[src/rtl/seg_bin_display.sv]
// Binary-to-decimal 7-segment display driver: valid/ready input, double-dabble conversion,
// leading-zero blanking and overflow dashes. Define SEG_SIGN_EN for two's-complement input with a sign dash.
module seg_bin_display #(
  parameter int unsigned W    = 16,
  parameter int unsigned NDIG = 5,
  parameter int unsigned LZB  = 1
) (
  input  logic                clk,
  input  logic                rst,
  input  logic                in_valid,
  output logic                in_ready,
  input  logic [W-1:0]        in_data,
  output logic                busy,
  output logic                done,
  output logic [7*NDIG-1:0]   hex_out
);

  localparam int unsigned BW = 4 * NDIG;
  localparam int unsigned HW = 7 * NDIG;
  localparam int unsigned CW = $clog2(W + 1);

  localparam logic [6:0] GLYPH_BLANK = 7'h7F;
  localparam logic [6:0] GLYPH_DASH  = 7'h3F;

  function automatic logic [63:0] pow10(input int n);
    logic [63:0] p;
    p = 64'd1;
    for (int i = 0; i < n; i++) p = p * 64'd10;
    return p;
  endfunction

  function automatic logic [6:0] glyph(input logic [3:0] d);
    case (d)
      4'd0:    glyph = 7'h40;
      4'd1:    glyph = 7'h79;
      4'd2:    glyph = 7'h24;
      4'd3:    glyph = 7'h30;
      4'd4:    glyph = 7'h19;
      4'd5:    glyph = 7'h12;
      4'd6:    glyph = 7'h02;
      4'd7:    glyph = 7'h78;
      4'd8:    glyph = 7'h00;
      4'd9:    glyph = 7'h10;
      default: glyph = 7'h40;
    endcase
  endfunction

  // Display shown out of reset: a single zero in digit0.
  function automatic logic [HW-1:0] reset_hex();
    logic [HW-1:0] v;
    v = '0;
    for (int k = 0; k < int'(NDIG); k++)
      v[7*k +: 7] = (k == 0 || LZB == 0) ? 7'h40 : GLYPH_BLANK;
    return v;
  endfunction

  localparam logic [63:0]   LIM_POS = pow10(int'(NDIG));
  localparam logic [HW-1:0] RST_HEX = reset_hex();

  typedef enum logic [1:0] {S_IDLE, S_CONV, S_UPDATE} state_t;

  state_t          r_state;
  logic [CW-1:0]   r_cnt;
  logic [W-1:0]    r_bin;
  logic [BW-1:0]   r_bcd;
  logic            r_ovf;

  logic [W-1:0]    w_mag;
  logic            w_ovf;
  logic [BW-1:0]   w_bcd_adj;
  logic [HW-1:0]   w_hex;
  int              w_msd;

`ifdef SEG_SIGN_EN
  localparam logic [63:0] LIM_NEG = pow10(int'(NDIG) - 1);
  logic r_neg;
  logic w_neg;

  // Negative inputs lose one digit to the sign dash, hence the lower limit.
  always_comb begin
    w_neg = in_data[W-1];
    w_mag = w_neg ? W'(-in_data) : in_data;
    w_ovf = w_neg ? (64'(w_mag) >= LIM_NEG) : (64'(w_mag) >= LIM_POS);
  end
`else
  always_comb begin
    w_mag = in_data;
    w_ovf = 64'(w_mag) >= LIM_POS;
  end
`endif

  // Add-3 correction applied before each shift.
  always_comb begin
    w_bcd_adj = r_bcd;
    for (int k = 0; k < int'(NDIG); k++)
      if (r_bcd[4*k +: 4] >= 4'd5) w_bcd_adj[4*k +: 4] = r_bcd[4*k +: 4] + 4'd3;
  end

  // Glyph selection with blanking, sign and overflow applied in rising priority.
  always_comb begin
    w_msd = 0;
    w_hex = '0;
    for (int k = 0; k < int'(NDIG); k++)
      if (r_bcd[4*k +: 4] != 4'd0) w_msd = k;
    for (int k = 0; k < int'(NDIG); k++) begin
      w_hex[7*k +: 7] = glyph(r_bcd[4*k +: 4]);
      if (LZB != 0 && k > w_msd) w_hex[7*k +: 7] = GLYPH_BLANK;
`ifdef SEG_SIGN_EN
      if (r_neg && ((LZB != 0) ? (k == w_msd + 1) : (k == int'(NDIG) - 1)))
        w_hex[7*k +: 7] = GLYPH_DASH;
`endif
      if (r_ovf) w_hex[7*k +: 7] = GLYPH_DASH;
    end
  end

  always_ff @(posedge clk) begin
    if (rst) begin
      r_state  <= S_IDLE;
      r_cnt    <= '0;
      r_bin    <= '0;
      r_bcd    <= '0;
      r_ovf    <= 1'b0;
`ifdef SEG_SIGN_EN
      r_neg    <= 1'b0;
`endif
      in_ready <= 1'b1;
      busy     <= 1'b0;
      done     <= 1'b0;
      hex_out  <= RST_HEX;
    end else begin
      done <= 1'b0;
      case (r_state)
        S_IDLE: begin
          if (in_valid && in_ready) begin
            r_bin    <= w_mag;
            r_bcd    <= '0;
            r_ovf    <= w_ovf;
`ifdef SEG_SIGN_EN
            r_neg    <= w_neg;
`endif
            r_cnt    <= CW'(W);
            in_ready <= 1'b0;
            busy     <= 1'b1;
            r_state  <= S_CONV;
          end
        end
        S_CONV: begin
          {r_bcd, r_bin} <= {w_bcd_adj, r_bin} << 1;
          r_cnt          <= r_cnt - CW'(1);
          if (r_cnt == CW'(1)) r_state <= S_UPDATE;
        end
        S_UPDATE: begin
          hex_out  <= w_hex;
          done     <= 1'b1;
          busy     <= 1'b0;
          in_ready <= 1'b1;
          r_state  <= S_IDLE;
        end
        default: r_state <= S_IDLE;
      endcase
    end
  end

endmodule

[config.mk]
export PLATFORM = sky130hd
export DESIGN_NAME = seg_bin_display
export DESIGN_NICKNAME = d
export VERILOG_FILES = /design/src/rtl/seg_bin_display.sv
export SDC_FILE = /design/constraint.sdc
export NUM_CORES = 1
export LEC_CHECK = 0
export BUFFER_PORTS_ARGS = -buffer_cell sky130_fd_sc_hd__buf_2
export CORE_AREA = 4 4 114 94
export CTS_CLUSTER_SIZE = 14
export DETAILED_ROUTE_END_ITERATION = 6
export DIE_AREA = 0 0 118 98
export GPL_ROUTABILITY_DRIVEN = 0
export PLACE_DENSITY_LB_ADDON = 0.3
export SLEW_MARGIN = 20
export SYNTH_ARGS = -nofsm -noshare
export SYNTH_HDL_FRONTEND = slang
export SYNTH_SLANG_ARGS = --single-unit
[constraint.sdc]
create_clock -name clk -period 3.2 [get_ports clk]
set_input_delay 0.32 -clock clk [delete_from_list [all_inputs] [get_ports clk]]
set_output_delay 0.32 -clock clk [all_outputs]
set_load 0.02 [all_outputs]
### Yosys cells after proc, flatten, opt, wreduce, memory -nomap -nowiden

Memories as Yosys holds them, arrays and structs flattened. A register that Yosys moved wholly into a read port is not among the register bits.
Index checks and enable logic that the tools add are counted.

| storage, ports and cells | value |
|---|---|
| word-level logic and storage cells | 81 |
| memories | 5 |
| bits in registers | 81 |
| input bits | 19 |
| output and inout port bits | 38 |
| bits in read-only memories | 560 |

| operators by class | value |
|---|---|
| equal/unequal tests | 5 |
| reductions and logical operators | 11 |
| muxes and demuxes | 36 |
| order comparisons | 10 |
| add/subtract/negate cells | 6 |

Memories:

| name | depth | bits a word | rd ports | clocked after memory_dff | wr ports | line | source |
|---|---|---|---|---|---|---|---|
| (name not given) | 16 | 7 | 1 | 1 | 0 | 33 | `case (d)` |
| (name not given) | 16 | 7 | 1 | 1 | 0 | 33 |  |
| (name not given) | 16 | 7 | 1 | 1 | 0 | 33 |  |
| (name not given) | 16 | 7 | 1 | 1 | 0 | 33 |  |
| (name not given) | 16 | 7 | 1 | 1 | 0 | 33 |  |

Operator list:

| operator | number |
|---|---|
| $mux W32 | 3 |
| $gt A3 B32 Y1 const A | 2 |
| $mux W4 | 12 |
| $pmux W20 S2 | 1 |
| $mux W7 | 5 |
| $gt A1 B32 Y1 const A | 1 |
| $gt A2 B32 Y1 const A | 1 |
| $gt A4 B32 Y1 const A | 1 |
| $pmux W16 S2 | 1 |
| $ge A4 B3 Y1 const B | 5 |
| $mux W20 | 1 |
| $add A4 B2 Y4 const B | 4 |
| $mux W16 | 1 |
| $reduce_bool A4 Y1 | 4 |
| $pmux W5 S2 | 1 |
| $reduce_and A2 Y1 | 3 |
| $eq A5 B1 Y1 const B | 1 |
| $mux W5 | 1 |
| $sub A5 B1 Y5 const B | 1 |
| $mux W1 | 4 |
| $mux W2 | 2 |
| $ne A2 B2 Y1 const B | 2 |
| $pmux W1 S2 | 2 |
| $pmux W2 S2 | 1 |
| other kinds (7) | 8 |

### Longest topological paths before layout

| logic depth | value |
|---|---|
| word-level depth | 7 |
| depth in mapped cells | 11 |
| gate-level depth less buffers | 11 |

### Worst setup path before layout

Ideal clock, no wire load.

| path | value |
|---|---|
| path type | register to register |
| start | register r_bcd[5] |
| end | register with a tool-made name |
| cell stages (with the launch flop) | 11 |
| path slack | 897 ps |
| setup time | 74 ps |
| data required time | 3126 ps |
| period minus slack after synthesis | 2303 ps |
| path buffers | 0 |
| arrival | 2229 ps |
| cells stage by stage | dfxtp_1 -> inv_1 -> ha_1 -> nor2b_1 -> o21a_1 -> o22ai_1 -> nor2b_1 -> inv_1 -> ha_1 -> or3_1 -> a31oi_1 |

RTL lines:

| element | line | source |
|---|---|---|
| from (decl) | 65 | `logic [BW-1:0] r_bcd;` |
| from (signal assigned) | 148 | `{r_bcd, r_bin} <= {w_bcd_adj, r_bin} << 1;` |

==> metrics list <==
- Beginning of the worst register-to-register path: r_bcd[5]
- Data on the critical path arrives at its endpoint at about 2.9 ns.
* Clock tree from TritonCTS: yes
* Distinct cell type count of the synthesized netlist: ~70
- Stage delay of the slowest cell on the critical path: about 0.44 ns
- Root buffer cell: sky130_fd_sc_hd__clkbuf_16
- For the final routed database, the setup TNS stands at 0 ns.
- Power per Cell Area: 488 nW/um2
* Number of hold buffers added after cts: 0
* Worst-case vdd ir drop: 0.541 mV
- Instance count after placement with tap cells included: slightly below 700
- Among all flip-flop cells after synthesis, the most frequent one is sky130_fd_sc_hd__dfxtp_1.
* Number of H-tree levels: 3
* Clk Latency, worst-skew pair: 0.35 ns
- LEAKAGE: about 2.3 nW
- Top Ports: 57
* 1st-iter DRT viols: ~240
- The critical path in this run is classified as reg -> reg.
- Clock transition at the registers of the reported paths: ~0.070 ns
- Fin worst setup slack: approximately 0.57 ns
* Sum of routed wire length over all layers: around 11 mm
- Fraction of the yosys area taken by sequential cells: between 40 and 50%
- The count of final max-slew check failures is 0.
- Synthesis produced a netlist with a net count of 595.
- The number of hold-slack violations in the final timing report came to 0.
- Of all nets on the critical path, the largest fanout is 5.
* Global-route wire length before repair: 18.9 mm
* Via count of the first global-routing pass: about 4,100
- CTS saw roughly 110 sinks.
- The worst setup path is launched from a flip-flop.
- In this run the mean area of a mapped cell was ~9.5 um2.
* Detailed-route via count: a little over 4,000
- Total grt overflow: 0
- In this run the most critical hold path is launched from in_data[13].
- Largest area contributor in the synthesized netlist: sky130_fd_sc_hd__dfxtp_1
* Core outline area: ~9500 um2
- The completed layout was analyzed and its total power is 2.82 mW.
- Wire length per cell: 15.1 um
* ANT nets after route: 0
- Layout cells sized above 1: a little under a fifth
- Asr flop ratio synth: 0%
- Relative to the synthesized area, the layout overhead comes to 12.5%.
- Once layout is complete, the utilization of the core stands at around three fifths.
- For the pin with the worst max-slew slack, the measured transition is just over 0.7 ns.
- The flow ran to the end, and the final reports show no timing, DRC or antenna violations.
- The die covers 11,600 um2.
- Global routing used between 15 and 20% of the available tracks.
- At the end of the flow, the number of nets in the layout was between 600 and 700.
* Port Buffers: 56
- The finished layout holds a little over 700 standard cells, fillers aside.
- Class of the tightest hold or removal check: in -> reg
* Worst slew slack as a fraction of its limit: 52.1%
* Mapped Cells: 540
- In the layout the commonest cells are sky130_fd_sc_hd__dfxtp_1, sky130_fd_sc_hd__nor2_1, sky130_fd_sc_hd__buf_2, sky130_fd_sc_hd__inv_1, sky130_fd_sc_hd__ha_1.
- Top-area cell type share of the netlist area: roughly 43%
- The slowest stage of the critical path is the sky130_fd_sc_hd__dfxtp_1 cell.
- Walking the worst path, the cells encountered are inv_1, ha_1, nor2b_1, o21a_1, o22ai_1, nor2b_1, inv_1, ha_1, or3_1, a31oi_1.
- Required arrival time at the worst endpoint: between 3 and 4 ns
- OpenSTA, run right after detailed placement, puts the worst setup slack at slightly above 0.6 ns.
- Final clock period utilization by the worst path: between 80% and 90%
- Rows: 32
* Area of the mapped netlist: around 5100 um2
- Across the run, the number of max-cap violations was 0.
* Antenna cells: 0
- Entering global routing, the biggest net connects 32 pins.
- Using the TritonRoute via totals, the vias-per-cell ratio works out to approximately 5.7.
- Once detailed placement completed, the half-perimeter wirelength came to about 7.7 mm.
- Cell types occupying the most area after synthesis: sky130_fd_sc_hd__dfxtp_1, sky130_fd_sc_hd__ha_1, sky130_fd_sc_hd__o22a_1
- Number of setup buffers added after CTS: 0
- Clock buffer depth: 2
* Final Critical Period: about 2.6 ns
- Kind of capture point of the worst setup path: flip-flop
- Number of optimization iterations in the first detailed-route pass: 5
* Total clock buffers created by CTS: 9
- The worst hold path terminates at r_bin[13].
- EDFF count, synth: 0
* Width of the die: between 100 and 150 um
- Initial core utilization: 53.9%
- RSZ-0062 raised after global routing: no
* Setup-failing EPs final: 0
* Worst Hold Depth: 3
- Number of warnings printed during yosys synthesis: 0
- The number of gates resized after CTS was 0.
- Register-to-register setup slack: 0.57 ns
* Number of design rule violations left after detail routing: 0
- Worst Reg-to-Reg Cells: 10
* Vert. Die Dim: roughly 98 um
* #FFs+latches synth: 109
- Antenna violations before repair: 0
- Maximum frequency from static timing analysis: about 380 MHz
- On the final layout, the worst clock skew is around 0.0068 ns.
* Commonest non-fill, non-tap cell in the layout: sky130_fd_sc_hd__dfxtp_1
[final cells by class]
type	instances	area [um2]
sequential	109	2180
clock inverter	6	87.6
timing repair buffer	65	348
inverter	43	161
multi-input combinational	357	2620
clock buffer	10	229
tap	119	149
fill	812	3750
[cell families after synthesis]
kind of cell             count (synthesis)  share of synthesized area, %
AND/OR/NAND/NOR                        179                          18.8
AO/OA/AOI/OAI                          136                          22.4
flip-flops                             109                          42.5
buffers and inverters                   74                          6.48
adder cells (fa/ha/maj)                 36                          8.78
XOR/XNOR                                 3                         0.512
multiplexers                             3                         0.585
[synthesized netlist by cell type, types with 12 or more instances]
| library cell | number |
|---|---|
| sky130_fd_sc_hd__a21oi_1 | 21 |
| sky130_fd_sc_hd__clkbuf_1 | 12 |
| sky130_fd_sc_hd__dfxtp_1 | 109 |
| sky130_fd_sc_hd__ha_1 | 36 |
| sky130_fd_sc_hd__inv_1 | 39 |
| sky130_fd_sc_hd__nand2_1 | 21 |
| sky130_fd_sc_hd__nand2b_1 | 12 |
| sky130_fd_sc_hd__nor2_1 | 58 |
| sky130_fd_sc_hd__nor2b_1 | 13 |
| sky130_fd_sc_hd__nor3_1 | 12 |
| sky130_fd_sc_hd__nor4_1 | 17 |
| sky130_fd_sc_hd__o22a_1 | 28 |
[through the flow]
step	area (um2)	hold WS (ns)
final	5770	0.212
after global routing	5770	0.228
after CTS	5770	0.204
after detailed placement	5460	0.420
after global placement	5460	0.416
after floorplan	5130	0.413
[critical path: cells and delay by family (launching register included)]
kind | cells | cell delay (ns)
compound gates | 3 | 0.65
fa+ha+maj | 2 | 0.43
buf+inv | 2 | 0.21
flops | 1 | 0.44
simple gates | 3 | 0.81
[how the worst max path moves through the flow]
stage | from | to | cells past startpoint | slack [ns]
floorplan | r_bcd[5] | flip-flop | 10 | 0.90
global placement | r_bcd[5] | flip-flop | 10 | 0.74
detailed placement | r_bcd[5] | flip-flop | 10 | 0.62
CTS | r_bcd[5] | flip-flop | 10 | 0.58
global route | r_bcd[5] | flip-flop | 10 | 0.36
finish | r_bcd[5] | flip-flop | 10 | 0.57
[routing by layer]
layer	track usage (%)	vias up	wire (um)
li1	-	2038	-
met1	24.1	1899	4810
met2	33.7	106	5140
met3	4.75	19	592
met4	6.40	0	187
met5	0	-	0
[power breakdown]
group	switching, mW	total [mW]	leakage (nW)	internal, mW
registers	0.0270	1.42	0.884	1.39
logic	0.148	0.225	1.26	0.0769
clock network	0.486	1.17	0.145	0.684
total	0.662	2.82	2.29	2.16
Note: power is estimated with default switching activity, not from simulation.
